`src/rtl/pipe_skid_stage.sv`:
```
// Elastic pipeline-stage register with a 2-entry skid buffer, synchronous flush
// and a saturating stall-cycle counter. in_ready is a pure function of state.
module pipe_skid_stage #(
    parameter int WIDTH     = 16,
    parameter int CNT_WIDTH = 16
) (
    input  logic                 clk,
    input  logic                 reset,
    input  logic                 flush,
    input  logic                 in_valid,
    input  logic [WIDTH-1:0]     in_data,
    output logic                 in_ready,
    output logic                 out_valid,
    output logic [WIDTH-1:0]     out_data,
    input  logic                 out_ready,
    output logic [1:0]           occupancy,
    input  logic                 stall_cnt_clr,
    output logic [CNT_WIDTH-1:0] stall_cnt
);

    typedef enum logic [1:0] {
        EMPTY = 2'd0,
        ONE   = 2'd1,
        TWO   = 2'd2
    } state_t;

    state_t           state, state_nxt;
    logic [WIDTH-1:0] main_q, skid_q;
    logic             main_ld, main_from_skid, skid_ld;
    logic             acc, drn;

    assign in_ready  = (state != TWO);
    assign out_valid = (state != EMPTY);
    assign out_data  = out_valid ? main_q : '0;
    assign acc       = in_valid & in_ready;
    assign drn       = out_valid & out_ready;

    always_comb begin
        case (state)
            ONE:     occupancy = 2'd1;
            TWO:     occupancy = 2'd2;
            default: occupancy = 2'd0;
        endcase
    end

    always_comb begin
        state_nxt      = state;
        main_ld        = 1'b0;
        main_from_skid = 1'b0;
        skid_ld        = 1'b0;
        if (flush) begin
            // Data registers are left stale; out_data is masked while EMPTY.
            state_nxt = EMPTY;
        end else begin
            case (state)
                EMPTY: begin
                    if (acc) begin
                        state_nxt = ONE;
                        main_ld   = 1'b1;
                    end
                end
                ONE: begin
                    if (acc && drn) begin
                        main_ld = 1'b1;
                    end else if (acc) begin
                        state_nxt = TWO;
                        skid_ld   = 1'b1;
                    end else if (drn) begin
                        state_nxt = EMPTY;
                    end
                end
                TWO: begin
                    if (drn) begin
                        state_nxt      = ONE;
                        main_ld        = 1'b1;
                        main_from_skid = 1'b1;
                    end
                end
                default: state_nxt = EMPTY;
            endcase
        end
    end

    always_ff @(posedge clk) begin
        if (reset) begin
            state  <= EMPTY;
            main_q <= '0;
            skid_q <= '0;
        end else begin
            state <= state_nxt;
            if (main_ld)
                main_q <= main_from_skid ? skid_q : in_data;
            if (skid_ld)
                skid_q <= in_data;
        end
    end

    // Counts stalled cycles, including a flush cycle that is also stalled.
    always_ff @(posedge clk) begin
        if (reset || stall_cnt_clr)
            stall_cnt <= '0;
        else if (out_valid && !out_ready && (stall_cnt != {CNT_WIDTH{1'b1}}))
            stall_cnt <= stall_cnt + {{(CNT_WIDTH-1){1'b0}}, 1'b1};
    end

endmodule
```
`config.mk`:
```
export PLATFORM = sky130hd
export DESIGN_NAME = pipe_skid_stage
export DESIGN_NICKNAME = d
export VERILOG_FILES = /design/src/rtl/pipe_skid_stage.sv
export SDC_FILE = /design/constraint.sdc
export NUM_CORES = 1
export LEC_CHECK = 0
export CORE_MARGIN = 2
export CORE_UTILIZATION = 53
export DETAILED_ROUTE_END_ITERATION = 10
export PLACE_DENSITY = 0.84
export SLEW_MARGIN = 20
export SYNTH_ARGS = -nofsm -noshare
export SYNTH_HDL_FRONTEND = slang
export SYNTH_SLANG_ARGS = --single-unit
```
`constraint.sdc`:
```
create_clock -name clk -period 3.5 [get_ports clk]
set_input_delay 0.7 -clock clk [delete_from_list [all_inputs] [get_ports clk]]
set_output_delay 0.7 -clock clk [all_outputs]
set_load 0.02 [all_outputs]
```
Yosys cells after proc, flatten, opt, wreduce, memory -nomap -nowiden
Index checks and enable logic that the tools add are counted.

Input bits: 22. Bits in registers: 50. Logic and storage cells: 43. Output and inout bits: 36.

$add $sub $neg: 1. Bitwise gates (word level): 2. Eq/ne operators: 8. Reduce and logical (&&, ||, !) cells: 9. Mux-type cells: 19.

Operators with widths (number): 16-bit 2-to-1 mux (2); 16-bit by 1-bit adder with 16-bit output, second input constant (1); 16-bit inequality test, second input constant (1); 2-bit 2-to-1 mux (5); 1-bit 2-to-1 mux (9); 2-bit inequality test, second input constant (4); 2-bit one-hot mux with 3 select lines (1); 2-bit one-hot mux with 2 select lines (1); 4-bit AND reduction (1); 1-bit logical AND (3); 3-bit inequality test, second input constant (1); 1-bit one-hot mux with 3 select lines (1); 1-bit bitwise AND (2); 2-bit by 1-bit == test with 1-bit output, second input constant (1); 2-bit == test, second input constant (1); 2-bit logical NOT (1); 2-bit nonzero test (1); 2-bit OR reduction (1); 1-bit logical NOT (1); 1-bit logical OR (1).

Longest topological paths before layout
Gate-level depths: netlist (run 1).

Depth after elaboration: 6. Mapped depth: 7.

Worst setup path after synthesis (run 1)
Ideal clock, no wire load.

Path kind: in2reg. From: input reset. To: register stall_cnt[2]. Setup time: 0.059 ns. Stages on the path: 5. Data required time: 3.441 ns. Path slack: 1.617 ns. Arrival time: 1.824 ns. Cells stage by stage: clkbuf_1 or2_2 buf_1 or4_1 nand2_1.

Cells in the longest elaborated chain, start to end: 1.

RTL lines: start: declaration (RTL line 8) `input logic reset,`; 1-bit logical OR (RTL line 100) `if (reset || stall_cnt_clr)`; end signal: assignment (RTL line 103) `stall_cnt <= stall_cnt + {{(CNT_WIDTH-1){1'b0}}, 1'b1};`; end: declaration (RTL line 18) `output logic [CNT_WIDTH-1:0] stall_cnt`.

No other way between the ends. A chain may end at the register's enable or synchronous reset.

Worst setup path in the final report (run 1)
From: register state[1]. To: output out_data[15].

Cells in the longest elaborated chain, start to end: 2.

RTL lines: start: declaration (RTL line 27) `state_t state, state_nxt;`; start signal: assignment (RTL line 90) `state <= state_nxt;`; 2-bit nonzero test (RTL line 33) `assign out_valid = (state != EMPTY);`; 16-bit 2-to-1 mux (RTL line 34) `assign out_data = out_valid ? main_q : '0;`; end: declaration (RTL line 14) `output logic [WIDTH-1:0] out_data,`.

No other way between the ends.

==> out/qor.csv, run 1 <==
stage,metric,value,unit
clock_tree,cts hold-fix bufs,0,
clock_tree,"Reg clk slew, reported paths",0.09,ns
floorplan,Die X-Extent,71.6,um
floorplan,row cnt,24,
power_and_ir_drop,VDD IR-drop max,0.288,mV
worst_setup_path,Worst Setup Start Kind,register,
power_and_ir_drop,sequential cell fraction of total power,49.1,%
worst_setup_path,"Slowest-stage cell, CP",nor2_2,
power_and_ir_drop,combinational share of power,10.0,%
synthesis,"area leader, netlist",dfxtp_1,
power_and_ir_drop,Pwr per Cell Area,387,mW/mm^2
global_route,initial antenna violation count,0,
placed_design,hpwl dp,3.70,mm
layout,fraction of layout cells with a size suffix above 1,5.79,%
clock_tree,CTS tree,built,
outcome,status,finished clean,
worst_setup_path,CP peak stage delay,0.61,ns
global_route,global route overflow,0,
run,Max Cap Viol,0,
floorplan,Die H,71.6,um
sta,final setup violation count,0,
drt,routed via count,2127,
drt,Pre-antenna DRT Iters,5,
layout,area delta synth->final,28.9,%
layout,fillers,342,
clock_tree,Clock H-tree levels,2,
sta,Layout Skew,0.00525,ns
power_and_ir_drop,Switching Share,21.5,%
floorplan,starting density of the core,55.3,%
sta,max_slew headroom,41.3,%
worst_setup_path,Critical Path RT,2.80,ns
power_and_ir_drop,Psw,259,uW
clock_tree,"Clk Latency, worst-skew pair",0.30,ns
drt,WL per Instance,14.7,um
synthesis,syn avg cell area,9.18,sq um
global_route,vias in the first global route,1972,
floorplan,die footprint,0.00513,sq mm
synthesis,synthesized area,0.00242,sq mm
synthesis,top post-synthesis cells by area,"dfxtp_1, mux2i_1, a21oi_1",
worst_setup_path,Worst Path Arrival,2.01,ns
drt,DR vias/cell,5.86,
placed_design,gpl congestion,0.801,
clock_tree,root buf cell,clkbuf_8,
worst_setup_path,Reg2Reg Depth,5,
synthesis,"Net Count, Synth",287,
worst_setup_path,critical-path cell list,nor2_2 -> nor2b_1 -> clkdlybuf4s50_1,
sta,fin crit share,77.3,%
worst_setup_path,CP endpoint kind,output port,
worst_setup_path,CP Capture Point,out_data[15],
sta,"Hold Vio Cnt, Final",0,
power_and_ir_drop,static leakage,1.13,nW
global_route,largest net degree at the start of global routing,36,
power_and_ir_drop,Int Pwr,948,uW
synthesis,Synth top area share,41.3,%
worst_setup_path,Worst R2R End,stall_cnt[7]$_SDFFE_PP0P_,
clock_tree,setup bufs post-CTS,0,
drt,DRT Wirelength,5.32,mm
sta,max-slew violations,0,
synthesis,Post-Synthesis Cells,264,
global_route,first-pass GRT wire length,8.69,mm
synthesis,Seq cells post-synth,50,
drt,drt drc,0,
synthesis,Post-synth EDFFs,0,
synthesis,Synth cell types,42,
worst_setup_path,critical path type,register to output port,
sta,RSZ-0062 raised after global routing,false,
sta,Final TNS setup,0,ns
sta,Worst-Margin Slew,0.881,ns
worst_setup_path,crit-path max FO,18,
sta,Peak Freq,370,MHz
worst_setup_path,Crit path depth,3,
power_and_ir_drop,clock share of power,40.9,%
clock_tree,CTS Buf Count,5,
worst_setup_path,Reg2Reg Setup Slack,1.57,ns
drt,DR iter-0 viols,92,
drt,Routed Antenna Nets,0,
synthesis,Yosys warnings,0,
floorplan,core box area,0.00438,sq mm
worst_setup_path,Worst path top cell family by delay,simple AND/OR/NAND/NOR gates,
synthesis,sequential area share after synthesis,41.3,%
worst_setup_path,Worst setup startpoint,state[1]$_SDFFE_PP0P_,
layout,post-layout net count,333,
floorplan,Ports,58,
synthesis,asr flop ratio synth,0,%
global_route,Tot GR Track Use,21.0,%
clock_tree,clk sink count,50,
synthesis,Commonest cells post-synth,"dfxtp_1, mux2i_1, a21oi_1, nor2b_1, nor2_1",
sta,min Tclk post-route,2.71,ns
layout,fin util,71.2,%
clock_tree,post-cts sizing count,0,
placed_design,I/O Buffers,57,
worst_setup_path,RR Startpoint,stall_cnt[0]$_SDFFE_PP0P_,
worst_setup_path,critical path buffer and inverter count,1,
synthesis,most frequent cell after synthesis,dfxtp_1,
min_path,Min-Delay Path Class,register to register,
clock_tree,clock tree buffer depth,2,
synthesis,ys flop type,dfxtp_1,
layout,Antenna Cells,0,
==> worst min path at each step <==
stage | depth (start not counted) | end | slack [ns] | start
2_1_floorplan | 2 | skid_q[0]$_SDFFE_PP0P_ | 0.46 | skid_q[0]$_SDFFE_PP0P_
3_3_place_gp | 2 | skid_q[3]$_SDFFE_PP0P_ | 0.47 | skid_q[3]$_SDFFE_PP0P_
3_5_place_dp | 2 | skid_q[14]$_SDFFE_PP0P_ | 0.48 | skid_q[14]$_SDFFE_PP0P_
4_1_cts | 2 | stall_cnt[8]$_SDFFE_PP0P_ | 0.51 | stall_cnt[8]$_SDFFE_PP0P_
5_1_grt | 2 | skid_q[8]$_SDFFE_PP0P_ | 0.54 | skid_q[8]$_SDFFE_PP0P_
6_report | 2 | skid_q[14]$_SDFFE_PP0P_ | 0.50 | skid_q[14]$_SDFFE_PP0P_
==> sequential cells by signal, indices dropped and copies added (netlist names) <==
signal,count
main_q,16
stall_cnt,16
state,2
skid_q,16
==> per-layer routing <==
| layer | GRT usage [%] | share of wire (%) |
|---|---|---|
| met5 | 0 | 0 |
| met3 | 5.06 | 4.5 |
| met1 | 25.9 | 44 |
| met4 | 7.13 | 1.1 |
| met2 | 36.0 | 50 |
==> kinds of logic after synthesis <==
group	Yosys count	share of synthesized area [%]
adders and majority gates	1	0.516
DFF	50	41.3
muxes	33	13.6
buffers and inverters	25	5.11
and+or+nand+nor	87	21.1
AOI/OAI and AO/OA	68	18.3
==> layout by cell type, fill, tap and decap left out, types with 2 or more instances in the layout <==
master,n
nor3_1,4
o21ai_0,7
o211ai_1,3
clkdlybuf4s50_1,57
or4_1,5
or3_1,8
nand4_1,3
and3_1,3
inv_1,3
clkbuf_8,6
nor2_1,17
a311oi_1,16
dfxtp_1,50
buf_4,4
bufinv_16,2
o31ai_1,5
and4_1,5
nor2b_1,18
nand2_1,7
nand3b_1,2
mux2i_1,33
a21oi_1,29
nand3_1,6
==> stage by stage <==
stage,setup WS [ns],cell area (sq um),instances,power (mW),hold slack (ns)
2_1_floorplan,1.62,2420,264,0.674,0.463
5_1_grt,0.656,3120,363,1.25,0.541
6_report,0.794,3120,363,1.21,0.503
3_3_place_gp,0.994,2980,355,0.723,0.474
3_5_place_dp,0.950,2980,355,0.727,0.485
4_1_cts,0.782,3120,363,1.22,0.505
==> power groups by stage <==
stage / Clock, mW / Combinational, mW / Sequential, mW
2_1_floorplan: 0 / 0.0703 / 0.604
3_3_place_gp: 0 / 0.118 / 0.606
3_5_place_dp: 0 / 0.121 / 0.606
4_1_cts: 0.502 / 0.121 / 0.593
5_1_grt: 0.523 / 0.131 / 0.596
6_report: 0.494 / 0.121 / 0.593
==> cell type report <==
type                    instances  area, sq um  share of cell area (%)
repair buffers                 61          601                    19.2
multi-input cells             189         1300                    41.7
clock inverters                 2         60.1                    1.92
well taps                      52         65.1                    2.08
flip-flops and latches         50         1000                    32.1
clock buffers                   6         82.6                    2.64
inverters                       3         11.3                   0.361
==> worst register-to-register path: stages (launching register included) <==
cell and delay [ns]:
dfxtp_1 0.36, ha_1 0.26, and4_4 0.22, and4bb_1 0.36, or4_1 0.52, a21oi_1 0.14
(Power assumes the default switching activity.)
==> run 2, diff against run 1 <==
--- a/config.mk
+++ b/config.mk
@@ -6,9 +6,9 @@
 export NUM_CORES = 1
 export LEC_CHECK = 0
 export CORE_MARGIN = 2
-export CORE_UTILIZATION = 53
+export CORE_UTILIZATION = 45
 export DETAILED_ROUTE_END_ITERATION = 10
-export PLACE_DENSITY = 0.84
+export PLACE_DENSITY = 0.76
 export SLEW_MARGIN = 20
 export SYNTH_ARGS = -nofsm -noshare
 export SYNTH_HDL_FRONTEND = slang
==> constraint.sdc (replaced) <==
create_clock -name clk -period 2.2 [get_ports clk]
set_input_delay 0.44 -clock clk [delete_from_list [all_inputs] [get_ports clk]]
set_output_delay 0.44 -clock clk [all_outputs]
set_load 0.02 [all_outputs]
==> run 2 against run 1 <==
  * Clock skew up 0.0038 ns
  * Global-route usage down 1.9 points
  * First-iteration DRC count up 12%
  * Setup slack worse by 0.69 ns
  * Critical path depth unchanged
  * Sequential share of layout area down 0.72 points
  * Highest routed layer unchanged
==> out/qor.csv, run 2 (same netlist as run 1, synthesis figures left out) <==
stage,metric,value,unit
placed_design,I/O Buffers,57,
floorplan,Die H,77.4,um
clock_tree,Clock H-tree levels,2,
layout,fraction of layout cells with a size suffix above 1,8.20,%
power_and_ir_drop,total power,1.82,mW
sta,min Tclk post-route,2.10,ns
floorplan,row cnt,26,
global_route,initial antenna violation count,0,
clock_tree,CTS Buf Count,5,
drt,drt drc,0,
global_route,Tot GR Track Use,19.1,%
layout,fin util,62.3,%
run,Max Cap Viol,0,
layout,Multi-input gate area,0.00132,sq mm
clock_tree,clock tree buffer depth,2,
placed_design,gpl congestion,0.867,
sta,final setup violation count,0,
drt,routed via count,2133,
worst_setup_path,Worst Path Arrival,1.66,ns
clock_tree,root buf cell,clkbuf_8,
worst_setup_path,Reg2Reg Depth,5,
layout,fillers,481,
floorplan,core box area,0.00514,sq mm
sta,max_slew headroom,66.7,%
sta,RSZ-0062 raised after global routing,false,
min_path,Min-Delay Path Class,register to register,
floorplan,Ports,58,
drt,DRT Wirelength,5.42,mm
sta,"Hold Vio Cnt, Final",0,
drt,Routed Antenna Nets,0,
power_and_ir_drop,VDD IR-drop max,0.443,mV
worst_setup_path,CP endpoint kind,output port,
worst_setup_path,critical path type,register to output port,
outcome,status,finished clean,
layout,Top Registers,"main_q: 16 flops, skid_q: 16 flops, stall_cnt: 16 flops",
sta,Worst-Margin Slew,0.500,ns
global_route,first-pass GRT wire length,9.25,mm
worst_setup_path,Worst R2R End,stall_cnt[7]$_SDFFE_PP0P_,
sta,hold slack,0.505,ns
floorplan,die footprint,0.00599,sq mm
sta,Peak Freq,477,MHz
clock_tree,cts hold-fix bufs,0,
layout,most frequent cells in the layout,"clkdlybuf4s50_1, dfxtp_1, mux2i_1, a21oi_1, nor2b_1",
sta,fin crit share,95.3,%
floorplan,starting density of the core,47.2,%
layout,post-layout net count,339,
global_route,vias in the first global route,2004,
power_and_ir_drop,static leakage,1.16,nW
drt,WL per Instance,14.0,um
clock_tree,CTS tree,built,
floorplan,Die X-Extent,77.4,um
worst_setup_path,Critical Path RT,1.76,ns
drt,DR vias/cell,5.51,
global_route,global route overflow,0,
power_and_ir_drop,Pwr per Cell Area,569,mW/mm^2
worst_setup_path,Reg2Reg Setup Slack,0.27,ns
clock_tree,clk sink count,50,
layout,Antenna Cells,0,
clock_tree,"Clk Latency, worst-skew pair",0.31,ns
sta,Layout Skew,0.00902,ns
min_path,worst hold stages,2,
sta,max-slew violations,0,
sta,Final TNS setup,0,ns
layout,"most common cell after layout, fill and taps aside",clkdlybuf4s50_1,
clock_tree,"Reg clk slew, reported paths",0.09,ns
global_route,largest net degree at the start of global routing,36,
min_path,Hold Path Origin,skid_q[4]$_SDFFE_PP0P_,
layout,final std cells w/o fill,387,
clock_tree,setup bufs post-CTS,0,
min_path,Hold Path Sink,skid_q[4]$_SDFFE_PP0P_,
worst_setup_path,Worst Setup Start Kind,register,
drt,DR iter-0 viols,103,
worst_setup_path,crit-path max FO,9,
layout,Reg area,0.00100,sq mm
layout,area delta synth->final,32.2,%
drt,Pre-antenna DRT Iters,4,
placed_design,hpwl dp,3.68,mm
placed_design,placed cells,378,
worst_setup_path,RR Startpoint,stall_cnt[0]$_SDFFE_PP0P_,
-- run 2: cell types whose count changed in the layout (fill, tap and decap cells not counted), sizes merged --
| cell | delta |
|---|---|
| buf | +5 |
| bufinv | -1 |
| clkbuf | -1 |
| clkdlybuf4s50 | -1 |
| dlymetal6s2s | +1 |
| inv | +2 |
| nor2 | +1 |
-- run 2: layout make-up --
class | count | area share, %
Clock buffer | 5 | 2.15
Clock inverter | 3 | 1.48
Inverter | 3 | 0.352
Multi-Input combinational cell | 190 | 41.2
Sequential cell | 50 | 31.3
Tap cell | 70 | 2.73
Timing Repair Buffer | 66 | 20.8
-- run 2: worst max path at each step --
stage | start | end
floorplan | stall_cnt[0]$_SDFFE_PP0P_ | stall_cnt[7]$_SDFFE_PP0P_
CTS | state[1]$_SDFFE_PP0P_ | in_ready
detailed placement | out_ready | stall_cnt[11]$_SDFFE_PP0P_
global route | state[0]$_SDFFE_PP0P_ | out_data[15]
global placement | out_ready | stall_cnt[11]$_SDFFE_PP0P_
finish | state[0]$_SDFFE_PP0P_ | out_data[15]
-- run 2: timing repair --
item | 4_1_cts | 5_1_grt
hold endpoints to repair | 0 | 0
gates resized for setup | 2 | 3
cloned | 1 | 0
pin swaps | 1 | 0
setup endpoints to repair | 17 | 10
-- run 2: routing by layer --
metal | global-route usage, % | vias to the layer above | routed length [um]
met5 | 0 | - | 0
met4 | 8.39 | 0 | 125
met3 | 4.30 | 10 | 264
met2 | 31.5 | 48 | 2630
met1 | 23.9 | 981 | 2400
li1 | - | 1094 | -
-- run 2: power breakdown --
part	internal (mW)	total, mW	leakage [nW]	switching [mW]
Sequential	0.930	0.945	0.407	0.0153
Clock	0.347	0.675	0.0591	0.328
Combinational	0.102	0.202	0.694	0.0996
-- run 2: metrics by stage --
stage               area [sq um]  setup slack (ns)
floorplan                   2420             0.376
global placement            3070            0.0748
detailed placement          3070            0.0369
CTS                         3190            0.0124
global route                3200            0.0233
finish                      3200             0.102
-- run 2: worst max-delay path, stage by stage (launching register included) --
cell and delay [ns]:
dfxtp_2 0.46, nor2_4 0.11, nor2b_1 0.16, clkdlybuf4s50_1 0.62
==> run 3, diff against run 2 <==
--- a/config.mk
+++ b/config.mk
@@ -8,8 +8,10 @@
 export CORE_MARGIN = 2
 export CORE_UTILIZATION = 45
 export DETAILED_ROUTE_END_ITERATION = 10
+export HOLD_SLACK_MARGIN = 0.08
 export PLACE_DENSITY = 0.76
-export SLEW_MARGIN = 20
+export SKIP_CTS_REPAIR_TIMING = 1
+export SLEW_MARGIN = 10
 export SYNTH_ARGS = -nofsm -noshare
 export SYNTH_HDL_FRONTEND = slang
 export SYNTH_SLANG_ARGS = --single-unit
==> run 3 against run 2 <==
  * Combinational power is essentially flat
  * Utilization unchanged
  * Cell area stayed put
  * Clock power hardly changed
  * Via count hardly changed
  * Register-to-register slack hardly changed
  * Die area unchanged
  * First-iteration DRC count up 1.9%
  * Maximum frequency is 0.42% lower
  * Total power barely moved
  * Largest cell class unchanged
  * Highest routed layer unchanged
==> out/qor.csv, run 3 (same netlist as run 1, synthesis figures left out) <==
stage,metric,value,unit
outcome,status,finished clean,
floorplan,row cnt,26,
placed_design,hpwl dp,3.68,mm
worst_setup_path,CP peak stage delay,0.63,ns
layout,Top Registers,"main_q: 16 flops, skid_q: 16 flops, stall_cnt: 16 flops",
min_path,Min-Delay Path Class,register to register,
placed_design,Placed Instance Area,0.00307,sq mm
worst_setup_path,crit-path max FO,9,
worst_setup_path,Critical Path RT,1.76,ns
worst_setup_path,Worst Setup Start Kind,register,
floorplan,core box area,0.00514,sq mm
sta,fin worst setup slack,0.0935,ns
drt,DRT Wirelength,5.39,mm
clock_tree,"Clk Latency, worst-skew pair",0.31,ns
clock_tree,"Reg clk slew, reported paths",0.10,ns
global_route,vias in the first global route,2000,
drt,drt drc,0,
sta,Layout Skew,0.00916,ns
sta,max_slew headroom,66.6,%
global_route,global route overflow,0,
floorplan,starting density of the core,47.2,%
clock_tree,root buf cell,clkbuf_8,
global_route,first-pass GRT wire length,9.05,mm
layout,area delta synth->final,32.2,%
floorplan,Die X-Extent,77.4,um
drt,Routed Antenna Nets,0,
layout,Antenna Cells,0,
drt,routed via count,2134,
layout,final design area excluding fillers,0.00320,sq mm
sta,Worst-Margin Slew,0.501,ns
floorplan,Ports,58,
clock_tree,clk sink count,50,
worst_setup_path,CP endpoint kind,output port,
worst_setup_path,critical path buffer and inverter count,1,
placed_design,I/O Buffers,57,
layout,fraction of layout cells with a size suffix above 1,8.20,%
clock_tree,clock tree buffer depth,2,
drt,DR iter-0 viols,105,
worst_setup_path,"Slowest-stage cell, CP",clkdlybuf4s50_1,
power_and_ir_drop,static leakage,1.16,nW
drt,WL per Instance,13.9,um
layout,fin util,62.3,%
power_and_ir_drop,Pwr per Cell Area,568,mW/mm^2
floorplan,die footprint,0.00599,sq mm
power_and_ir_drop,total power,1.82,mW
run,Max Cap Viol,0,
worst_setup_path,critical path type,register to output port,
sta,Peak Freq,475,MHz
sta,min Tclk post-route,2.11,ns
power_and_ir_drop,VDD IR-drop max,0.443,mV
sta,RSZ-0062 raised after global routing,false,
global_route,largest net degree at the start of global routing,36,
sta,"Hold Vio Cnt, Final",0,
placed_design,gpl congestion,0.867,
placed_design,dpl ws,0.0369,ns
layout,most frequent cells in the layout,"clkdlybuf4s50_1, dfxtp_1, mux2i_1, a21oi_1, nor2b_1",
layout,post-layout net count,339,
layout,"most common cell after layout, fill and taps aside",clkdlybuf4s50_1,
sta,final setup violation count,0,
worst_setup_path,critical-path cell list,nor2_4 -> nor2b_1 -> clkdlybuf4s50_1,
worst_setup_path,Worst path top cell family by delay,buffers and inverters,
floorplan,Die H,77.4,um
sta,max-slew violations,0,
global_route,initial antenna violation count,0,
clock_tree,CTS tree,built,
worst_setup_path,Worst Path Arrival,1.67,ns
clock_tree,CTS Buf Count,5,
clock_tree,Clock H-tree levels,2,
drt,DR vias/cell,5.51,
sta,fin crit share,95.7,%
drt,Pre-antenna DRT Iters,5,
global_route,Tot GR Track Use,18.6,%
[run 3: cell counts in the layout (fill, tap and decap cells not counted)]
No cell type changed its count.
[run 3: cell type report]
cell class              instances  area (sq um)
clock inverters                 3          47.5
clock buffers                   5          68.8
flip-flops and latches         50          1000
inverters                       3          11.3
repair buffers                 66           666
multi-input cells             190          1320
fillers                       482          1940
well taps                      70          87.6
[run 3: report_power, final]
| group | total, mW | switching, mW | internal, mW |
|---|---|---|---|
| clock | 0.674 | 0.327 | 0.347 |
| sequential | 0.945 | 0.0151 | 0.930 |
| combinational | 0.202 | 0.0995 | 0.102 |
[run 3: final timing paths]
check | end | from | slack (ns) | depth (start not counted)
setup / recovery | out_data[15] | state[0]$_SDFFE_PP0P_ | 0.09 | 3
hold / removal | stall_cnt[8]$_SDFFE_PP0P_ | stall_cnt[8]$_SDFFE_PP0P_ | 0.50 | 2
setup reg to reg | stall_cnt[7]$_SDFFE_PP0P_ | stall_cnt[0]$_SDFFE_PP0P_ | 0.27 | 5
hold reg to reg | stall_cnt[8]$_SDFFE_PP0P_ | stall_cnt[8]$_SDFFE_PP0P_ | 0.50 | 2
[run 3: tightest hold or removal path, cell delays in order, from the launching register on]
cell and delay [ns]:
dfxtp_1 0.34, o21ai_0 0.07, a21oi_1 0.06
[run 3: layer usage]
layer	vias up	routed length (um)	global-route usage [%]	part of all wire, %
li1	1100	-	-	-
met1	979	2460	23.2	46
met2	46	2600	30.9	48
met3	9	231	4.30	4.3
met4	0	101	8.04	1.9
met5	-	0	0	0
[run 3: through the flow]
| step | instances | hold WS, ns | TNS, ns |
|---|---|---|---|
| 5_1_grt | 387 | 0.534 | 0 |
| 4_1_cts | 386 | 0.505 | -3.51 |
| 2_1_floorplan | 264 | 0.463 | 0 |
| 6_report | 387 | 0.504 | 0 |
| 3_5_place_dp | 378 | 0.485 | 0 |
| 3_3_place_gp | 378 | 0.474 | 0 |
